**src/rtl/type_parameterized_fifo.sv**
```systemverilog
// Show-ahead synchronous FIFO, generic in element type and depth, with valid/ready
// handshakes on both sides, occupancy, almost-full flag and a high-water mark.
module type_parameterized_fifo #(
   parameter type DATA_TYPE         = logic [7:0],
   parameter int  DEPTH             = 4,
   parameter int  ALMOST_FULL_LEVEL = DEPTH - 1,
   localparam int CW                = $clog2(DEPTH + 1),
   localparam int PW                = $clog2(DEPTH)
) (
   input  logic           clk,
   input  logic           reset,
   input  logic           flush,
   input  logic           in_valid,
   output logic           in_ready,
   input  DATA_TYPE       in_data,
   output logic           out_valid,
   input  logic           out_ready,
   output DATA_TYPE       out_data,
   output logic [CW-1:0]  count,
   output logic           almost_full,
   output logic [CW-1:0]  peak_count
);

   DATA_TYPE      mem [DEPTH];
   logic [PW-1:0] wr_ptr_reg, wr_ptr_next;
   logic [PW-1:0] rd_ptr_reg, rd_ptr_next;
   logic [CW-1:0] count_reg, count_next;
   logic [CW-1:0] peak_reg, peak_next;
   logic          almost_full_reg, almost_full_next;
   logic          push, pop;

   // Explicit compare so non-power-of-two depths wrap correctly.
   function automatic logic [PW-1:0] ptr_inc(input logic [PW-1:0] ptr);
      return (ptr == PW'(DEPTH - 1)) ? '0 : ptr + PW'(1);
   endfunction

   assign in_ready    = !reset && (count_reg < CW'(DEPTH));
   assign out_valid   = (count_reg != '0);
   assign push        = in_valid && in_ready;
   assign pop         = out_valid && out_ready;
   assign out_data    = out_valid ? mem[rd_ptr_reg] : DATA_TYPE'('0);
   assign count       = count_reg;
   assign almost_full = almost_full_reg;
   assign peak_count  = peak_reg;

   always_comb begin
      wr_ptr_next = wr_ptr_reg;
      rd_ptr_next = rd_ptr_reg;
      count_next  = count_reg;
      if (flush) begin
         wr_ptr_next = '0;
         rd_ptr_next = '0;
         count_next  = '0;
      end else begin
         if (push) wr_ptr_next = ptr_inc(wr_ptr_reg);
         if (pop)  rd_ptr_next = ptr_inc(rd_ptr_reg);
         if (push && !pop)      count_next = count_reg + CW'(1);
         else if (pop && !push) count_next = count_reg - CW'(1);
      end
      peak_next        = (count_next > peak_reg) ? count_next : peak_reg;
      almost_full_next = (count_next >= CW'(ALMOST_FULL_LEVEL));
   end

   always_ff @(posedge clk) begin
      if (reset) begin
         wr_ptr_reg      <= '0;
         rd_ptr_reg      <= '0;
         count_reg       <= '0;
         peak_reg        <= '0;
         almost_full_reg <= 1'b0;
      end else begin
         wr_ptr_reg      <= wr_ptr_next;
         rd_ptr_reg      <= rd_ptr_next;
         count_reg       <= count_next;
         peak_reg        <= peak_next;
         almost_full_reg <= almost_full_next;
      end
   end

   // Storage has no reset; a flushed push is dropped so it never lands in memory.
   always_ff @(posedge clk) begin
      if (push && !flush)
         mem[wr_ptr_reg] <= in_data;
   end

endmodule

```
**config.mk**
```make
export PLATFORM = sky130hd
export DESIGN_NAME = type_parameterized_fifo
export DESIGN_NICKNAME = d
export VERILOG_FILES = /design/src/rtl/type_parameterized_fifo.sv
export SDC_FILE = /design/constraint.sdc
export NUM_CORES = 1
export LEC_CHECK = 0
export ABC_AREA = 1
export CORE_UTILIZATION = 48
export CTS_CLUSTER_DIAMETER = 80
export DETAILED_ROUTE_END_ITERATION = 12
export GPL_TIMING_DRIVEN = 0
export PLACE_DENSITY = 0.75
export SYNTH_ARGS = -nofsm -noshare
export SYNTH_HDL_FRONTEND = slang
export SYNTH_SLANG_ARGS = --single-unit
export TNS_END_PERCENT = 30
```
**constraint.sdc**
```tcl
create_clock -name clk -period 2.1 [get_ports clk]
set_input_delay 0.525 -clock clk [delete_from_list [all_inputs] [get_ports clk]]
set_output_delay 0.525 -clock clk [all_outputs]
set_load 0.02 [all_outputs]
```
==> results of run 1 <==
worst max path at each step:
stage / startpoint / endpoint / slack (ns) / cells after the start
after global routing: count[0] / peak_count[0] / -0.06 / 14
after CTS: flip-flop / out_data[7] / 0.002 / 6
after detailed placement: reset / peak_count[0] / -0.66 / 16
after global placement: reset / peak_count[1] / -0.58 / 16
final: count[0] / out_data[7] / 0.03 / 6
after floorplan: count[1] / peak_count[1] / 0.01 / 16
tightest hold or removal path, delay by kind of cell (launching register included):
kind,cells,cell delay (ns)
simple gates,2,0.15
flops,1,0.33
power by group through the flow:
stage | clock, W | combinational [W] | sequential (W)
floorplan | 0 | 0.000223 | 0.00106
global placement | 0 | 0.000403 | 0.00103
detailed placement | 0 | 0.000415 | 0.00103
CTS | 0.000653 | 0.000424 | 0.00101
global route | 0.000691 | 0.000526 | 0.00102
finish | 0.000640 | 0.000479 | 0.00102
routing by layer:
metal / track usage (%) / up-vias
li1: - / 765
met4: 14.1 / 0
met1: 20.0 / 675
met2: 34.1 / 33
met3: 3.50 / 11
met5: 0 / -
per-stage QoR:
step                      cell area [um2]  setup slack [ns]  instances  hold slack, ns  setup TNS, ns
after CTS                            2600           0.00214        294           0.516              0
after global routing                 2690           -0.0588        295           0.559         -0.568
after global placement               2470            -0.581        282           0.499         -17.16
final                                2690            0.0339        295           0.520              0
after floorplan                      2120            0.0113        203           0.481              0
after detailed placement             2470            -0.659        282           0.502         -17.11
cells in the mapped netlist:
cell type	instances	share of area [%]
nor2_1	43	7.7
edfxtp_1	32	46
o21ai_0	22	5.2
inv_1	20	3.6
a21oi_1	13	3.1
dfxtp_1	13	12
ha_1	11	6.5
nand2_1	10	1.8
nand3_1	8	1.9
nand2_2	5	1.5
nand3_2	5	2.4
inv_2	4	0.71
buf_2	3	0.71
a211oi_1	2	0.71
inv_4	2	0.59
nand2_4	2	1.1
a21boi_4	1	0.89
clkbuf_1	1	0.18
nand3_4	1	0.83
nand4_1	1	0.30
nor2_2	1	0.30
nor2_4	1	0.54
nor2_8	1	0.95
o211a_1	1	0.48
layout by cell type (no fill, tap or decap), drive strengths merged, types with 2 or more instances in the layout:
cell	count
a211oi	2
a21oi	13
buf	17
clkbuf	6
clkdlybuf4s50	16
clkinvlp	2
dfxtp	13
dlygate4sd2	4
edfxtp	32
ha	11
inv	24
nand2	17
nand3	14
nor2	46
o21ai	22
cells by family (layout without fill, tap and decap cells):
group | after synthesis | after routing
simple gates | 78 | 78
fa+ha+maj | 11 | 11
buf+inv | 30 | 72
flops | 45 | 45
compound gates | 39 | 39
layout make-up:
class	instances	area share, %
multi-input cells	128	31.1
repair buffers	34	11.3
plain buffers	4	1.39
inverters	26	4.28
well taps	50	2.32
clock buffers	6	2.70
clock inverters	2	1.30
flip-flops and latches	45	45.6
repair_timing:
| action | in CTS | in global routing |
|---|---|---|
| endpoints found under the setup margin | 45 | 19 |
| pin swaps | 2 | 4 |
| buffers inserted | 4 | 1 |
| gates resized for setup | 53 | 28 |
==> flow_metrics.py, run 1 <==
metrics = {
    "critical_path": {
        "r2r_cells": 14,
        "endpoint_kind": "primary output",
        "cp_max_fo": 8,
        "slowest_delay_ns": 0.38,
        "path_delay_family": "buffers and inverters",
        "critPathKind": "reg2out",
        "crit_arrival_ns": 1.54,
        "slowest_stage": "dfxtp_4",
        "crit_chain": "inv_4 -> ha_4 -> nand2_4 -> clkinvlp_4 -> a21oi_2 -> buf_4",
        "r2r_slack_ns": 0.05,
        "critPathLaunchType": "flip-flop",
        "r2r-end": "peak_count[2]",
        "critPathBufInv": 3,
        "worstReg2RegStart": "count[0]",
        "worstPathRequired_ns": 1.57,
    },
    "cts": {
        "insertion_delay_ns": 0.30,
        "hold_buffers": 0,
        "cts.path.max_buffers": 2,
        "clockRootBuffer": "clkbuf_8",
        "path_clk_slew_ns": 0.08,
        "cts_buffers": 5,
        "cts_num_sinks": 45,
        "cts_tree": "yes",
        "cts.htree.levels": 2,
    },
    "grt": {
        "grt_max_degree": 15,
        "grt-ovfl-total": 0,
        "grt_pass1_wl_um": 6180,
        "grt_pass1_vias": 1451,
        "grtUsageTotal_pct": 19.2,
        "antenna_found_initial": 0,
    },
    "drt": {
        "wl_met3_um": 147,
        "wire_per_inst_um": 13.6,
        "wl_met2_um": 2020,
        "dr.max_layer_used": "met4",
        "vias": 1484,
        "drt_iter0_drc": 93,
        "wl_met1_um": 1730,
        "ant_nets": 0,
        "vias_per_cell": 5.03,
        "drt_pass1_iterations": 4,
        "wl_um": 4030,
        "drc": 0,
    },
    "pwr": {
        "seq_power_share_pct": 47.6,
        "power.density_nw_per_um2": 793,
        "pwr-share-comb_pct": 22.4,
        "p_total_w": 0.00214,
        "vdd_drop_max_uv": 573,
        "p_leak_nw": 1.08,
        "p_switching_w": 0.000592,
        "p_sw_share_pct": 27.7,
        "pwr-share-clk_pct": 30.0,
        "p_int_w": 0.00154,
    },
    "final_layout": {
        "diodes": 0,
        "postLayoutCoreUtil_pct": 65.4,
        "syn2layout_area_growth_pct": 28.0,
        "fill_cells": 326,
        "multi_input_area_um2": 837,
        "largest_register_ffs": 32,
        "fin_nets": 268,
        "seq_area_um2": 1230,
        "drive_gt1_share_pct": 27.8,
    },
    "sta": {
        "min_period_ns": 2.07,
        "rsz0062_at_grt": "true",
        "worstMarginPinSlew_ns": 0.731,
        "finalHoldViolCount": 0,
        "post-route-period-util_pct": 98.4,
        "setup_viol": 0,
        "maxSlewViolCount": 0,
        "fmax_mhz": 484,
        "max_slew_margin_pct": 51.1,
        "skew_ns": 0.00669,
    },
    "synthesis": {
        "synth_cell_types": 24,
        "synthesis.nets": 227,
        "syn_inst": 203,
        "synth.avg_cell_area_um2": 10.4,
        "muxShareOfSynthArea_pct": 0,
        "synth_adder_area_share_pct": 6.54,
        "yosys_warnings": 0,
        "synthesis.area_um2": 2100,
        "synth-simple-area-share_pct": 19.2,
        "synth-compound-area-share_pct": 10.4,
        "synthXorXnorAreaFrac_pct": 0,
        "ys_seq_area_share_pct": 58.1,
        "synth_top_family_by_area": "simple AND/OR/NAND/NOR gates",
        "synth_seq_cells": 45,
    },
    "die": {
        "die-area_um2": 4650,
        "core_area_um2": 4120,
        "initial_core_util_pct": 51.1,
        "die_height_um": 68.2,
        "rows": 23,
        "io_pins": 30,
        "die_w_um": 68.2,
    },
    "place": {
        "gp_congestion": 0.856,
        "dpl.hpwl_um": 2600,
        "port_buffers": 29,
    },
    "worst_hold_path": {
        "hp-start": "rd_ptr_reg[1]",
        "whs_path_depth": 2,
        "min_path_type": "reg2reg",
    },
    "job": {
        "max-cap-violations": 0,
    },
    "outcome": {
        "status": "finished clean",
    },
}
No activity file was read; power rests on OpenSTA's default activity.
==> run 2: changes to the inputs <==
PLACE_DENSITY = 0.71   (was 0.75)
==> run 2 against run 1 <==
Against the previous run:
- die area did not move
- hold slack got worse by 0.075 ns
- utilization rose by 0.70 points
- clock-buffer cell count fell by 1
- design area rose by 1.1%
- critical endpoint is now peak_count[2]
==> flow_metrics.py, run 2 (synthesized netlist as in run 1, its figures left out) <==
metrics = {
    "drt": {
        "wl_um": 3950,
        "drt_pass1_iterations": 4,
        "vias": 1467,
        "wire_per_inst_um": 13.3,
        "ant_nets": 0,
        "drt_iter0_drc": 146,
        "vias_per_cell": 4.94,
        "drc": 0,
    },
    "final_layout": {
        "postLayoutCoreUtil_pct": 66.1,
        "fin_nets": 270,
        "drive_gt1_share_pct": 29.6,
        "fill_cells": 325,
        "largest_register_ffs": 32,
        "syn2layout_area_growth_pct": 29.4,
        "diodes": 0,
        "multi_input_area_um2": 847,
        "layout_common_cells": "nor2_1 (42), edfxtp_1 (32), clkdlybuf4s50_1 (16)",
        "seq_area_um2": 1230,
        "fin_cells": 297,
        "mostFrequentLayoutCell": "nor2_1",
    },
    "sta": {
        "finalHoldViolCount": 0,
        "setup_viol": 0,
        "maxSlewViolCount": 0,
        "skew_ns": 0.00819,
        "worstMarginPinSlew_ns": 0.768,
        "post-route-period-util_pct": 99.1,
        "max_slew_margin_pct": 48.6,
        "fmax_mhz": 480,
        "rsz0062_at_grt": "true",
        "min_period_ns": 2.08,
        "whs_ns": 0.445,
    },
    "cts": {
        "cts_num_sinks": 45,
        "clockRootBuffer": "clkbuf_8",
        "path_clk_slew_ns": 0.09,
        "cts.htree.levels": 2,
        "cts_buffers": 5,
        "cts_tree": "yes",
        "insertion_delay_ns": 0.30,
        "cts.path.max_buffers": 2,
    },
    "critical_path": {
        "slowest_delay_ns": 0.39,
        "r2r_cells": 15,
        "endpoint": "peak_count[2]",
        "worstReg2RegStart": "count[0]",
        "worstPathRequired_ns": 2.33,
        "cp_max_fo": 6,
        "critPathLaunch": "count[0]",
        "r2r_slack_ns": 0.02,
        "endpoint_kind": "flip-flop",
        "crit_chain": "inv_4 -> ha_4 -> a21boi_4 -> nand3_2 -> nand2_2 -> nand2_2 -> inv_2 -> nor2_4 -> ha_4 -> nand2_1 -> o21ai_1 -> nand2_1 -> inv_2 -> o21ai_1 -> a21oi_1",
        "critPathLaunchType": "flip-flop",
        "crit_arrival_ns": 2.31,
        "slowest_stage": "dfxtp_4",
        "critPathKind": "reg2reg",
        "r2r-end": "peak_count[2]",
    },
    "grt": {
        "antenna_found_initial": 0,
        "grt_pass1_wl_um": 5690,
        "grt-ovfl-total": 0,
        "grt_max_degree": 16,
        "grtUsageTotal_pct": 17.5,
        "grt_pass1_vias": 1240,
    },
    "die": {
        "core_area_um2": 4120,
        "io_pins": 30,
        "initial_core_util_pct": 51.1,
        "die_w_um": 68.2,
        "die_height_um": 68.2,
        "die-area_um2": 4650,
        "rows": 23,
    },
    "pwr": {
        "p_leak_nw": 1.09,
        "p_total_w": 0.00203,
        "vdd_drop_max_uv": 460,
        "power.density_nw_per_um2": 747,
    },
    "place": {
        "dpl.hpwl_um": 2580,
        "placed_cells": 282,
        "port_buffers": 29,
        "gp_congestion": 0.764,
    },
    "worst_hold_path": {
        "min_path_type": "in2reg",
        "whs_path_depth": 2,
    },
    "outcome": {
        "status": "finished clean",
    },
    "job": {
        "max-cap-violations": 0,
    },
}
[run 2: cell types whose count changed in the layout (fill, tap and decap cells not counted), moves of 3 or more]
| cell | before | now |
|---|---|---|
| a21oi_1 | 10 | 4 |
| a21oi_2 | 3 | 8 |
| o21ai_1 | 2 | 8 |
| buf_4 | 15 | 11 |
| o21ai_0 | 18 | 14 |
| buf_6 | 2 | 5 |
[run 2: worst min-delay path by stage]
stage	from	end	slack [ns]
2_1_floorplan	rd_ptr_reg[1]	flip-flop	0.48
3_3_place_gp	rd_ptr_reg[1]	rd_ptr_reg[1]	0.50
3_5_place_dp	rd_ptr_reg[1]	rd_ptr_reg[1]	0.50
4_1_cts	rd_ptr_reg[1]	flip-flop	0.51
5_1_grt	reset	count[1]	0.46
6_report	reset	count[0]	0.45
[run 2: repair_timing]
item                                    4_1_cts  5_1_grt
gates resized for setup                      68       20
pin swaps                                     1        2
hold buffers                                  0        0
endpoints found under the hold margin         0        0
setup buffers                                 5        2
endpoints found under the setup margin       45        9
[run 2: area by class of cell]
type,count,share of cell area (%)
Clock inverter,3,0.782
Timing Repair Buffer,36,12.3
Buffer,4,1.61
Tap cell,50,2.30
Sequential cell,45,45.1
Clock buffer,5,2.53
Inverter,26,4.23
Multi-Input combinational cell,128,31.1
[run 2: worst max-delay path, delay by kind of cell (launching register included)]
family / cells / cell delay [ns]
AOI/OAI and AO/OA: 4 / 0.53
adders and majority gates: 2 / 0.44
and+or+nand+nor: 6 / 0.41
DFF: 1 / 0.39
buffers and inverters: 3 / 0.22
[run 2: metal layers]
| layer | up-vias | part of all wire [%] | global-route usage [%] |
|---|---|---|---|
| met4 | 0 | 1.3 | 8.59 |
| met2 | 26 | 44 | 26.7 |
| met5 | - | 0 | 0 |
| li1 | 774 | - | - |
| met1 | 661 | 51 | 23.6 |
| met3 | 6 | 3.5 | 3.67 |
[run 2: where the power goes]
part           leakage, nW  internal, W  switching (W)
registers            0.396     0.000988      0.0000260
logic                0.646     0.000210       0.000280
clock network       0.0445     0.000236       0.000295
[run 2: metrics by stage]
stage,TNS [ns],instance area [um2],setup WS (ns)
5_1_grt,-0.375,2720,-0.106
6_report,0,2720,0.0183
4_1_cts,0,2640,0.00375
3_5_place_dp,-17.27,2470,-0.639
3_3_place_gp,-16.95,2470,-0.592
2_1_floorplan,0,2120,0.0113
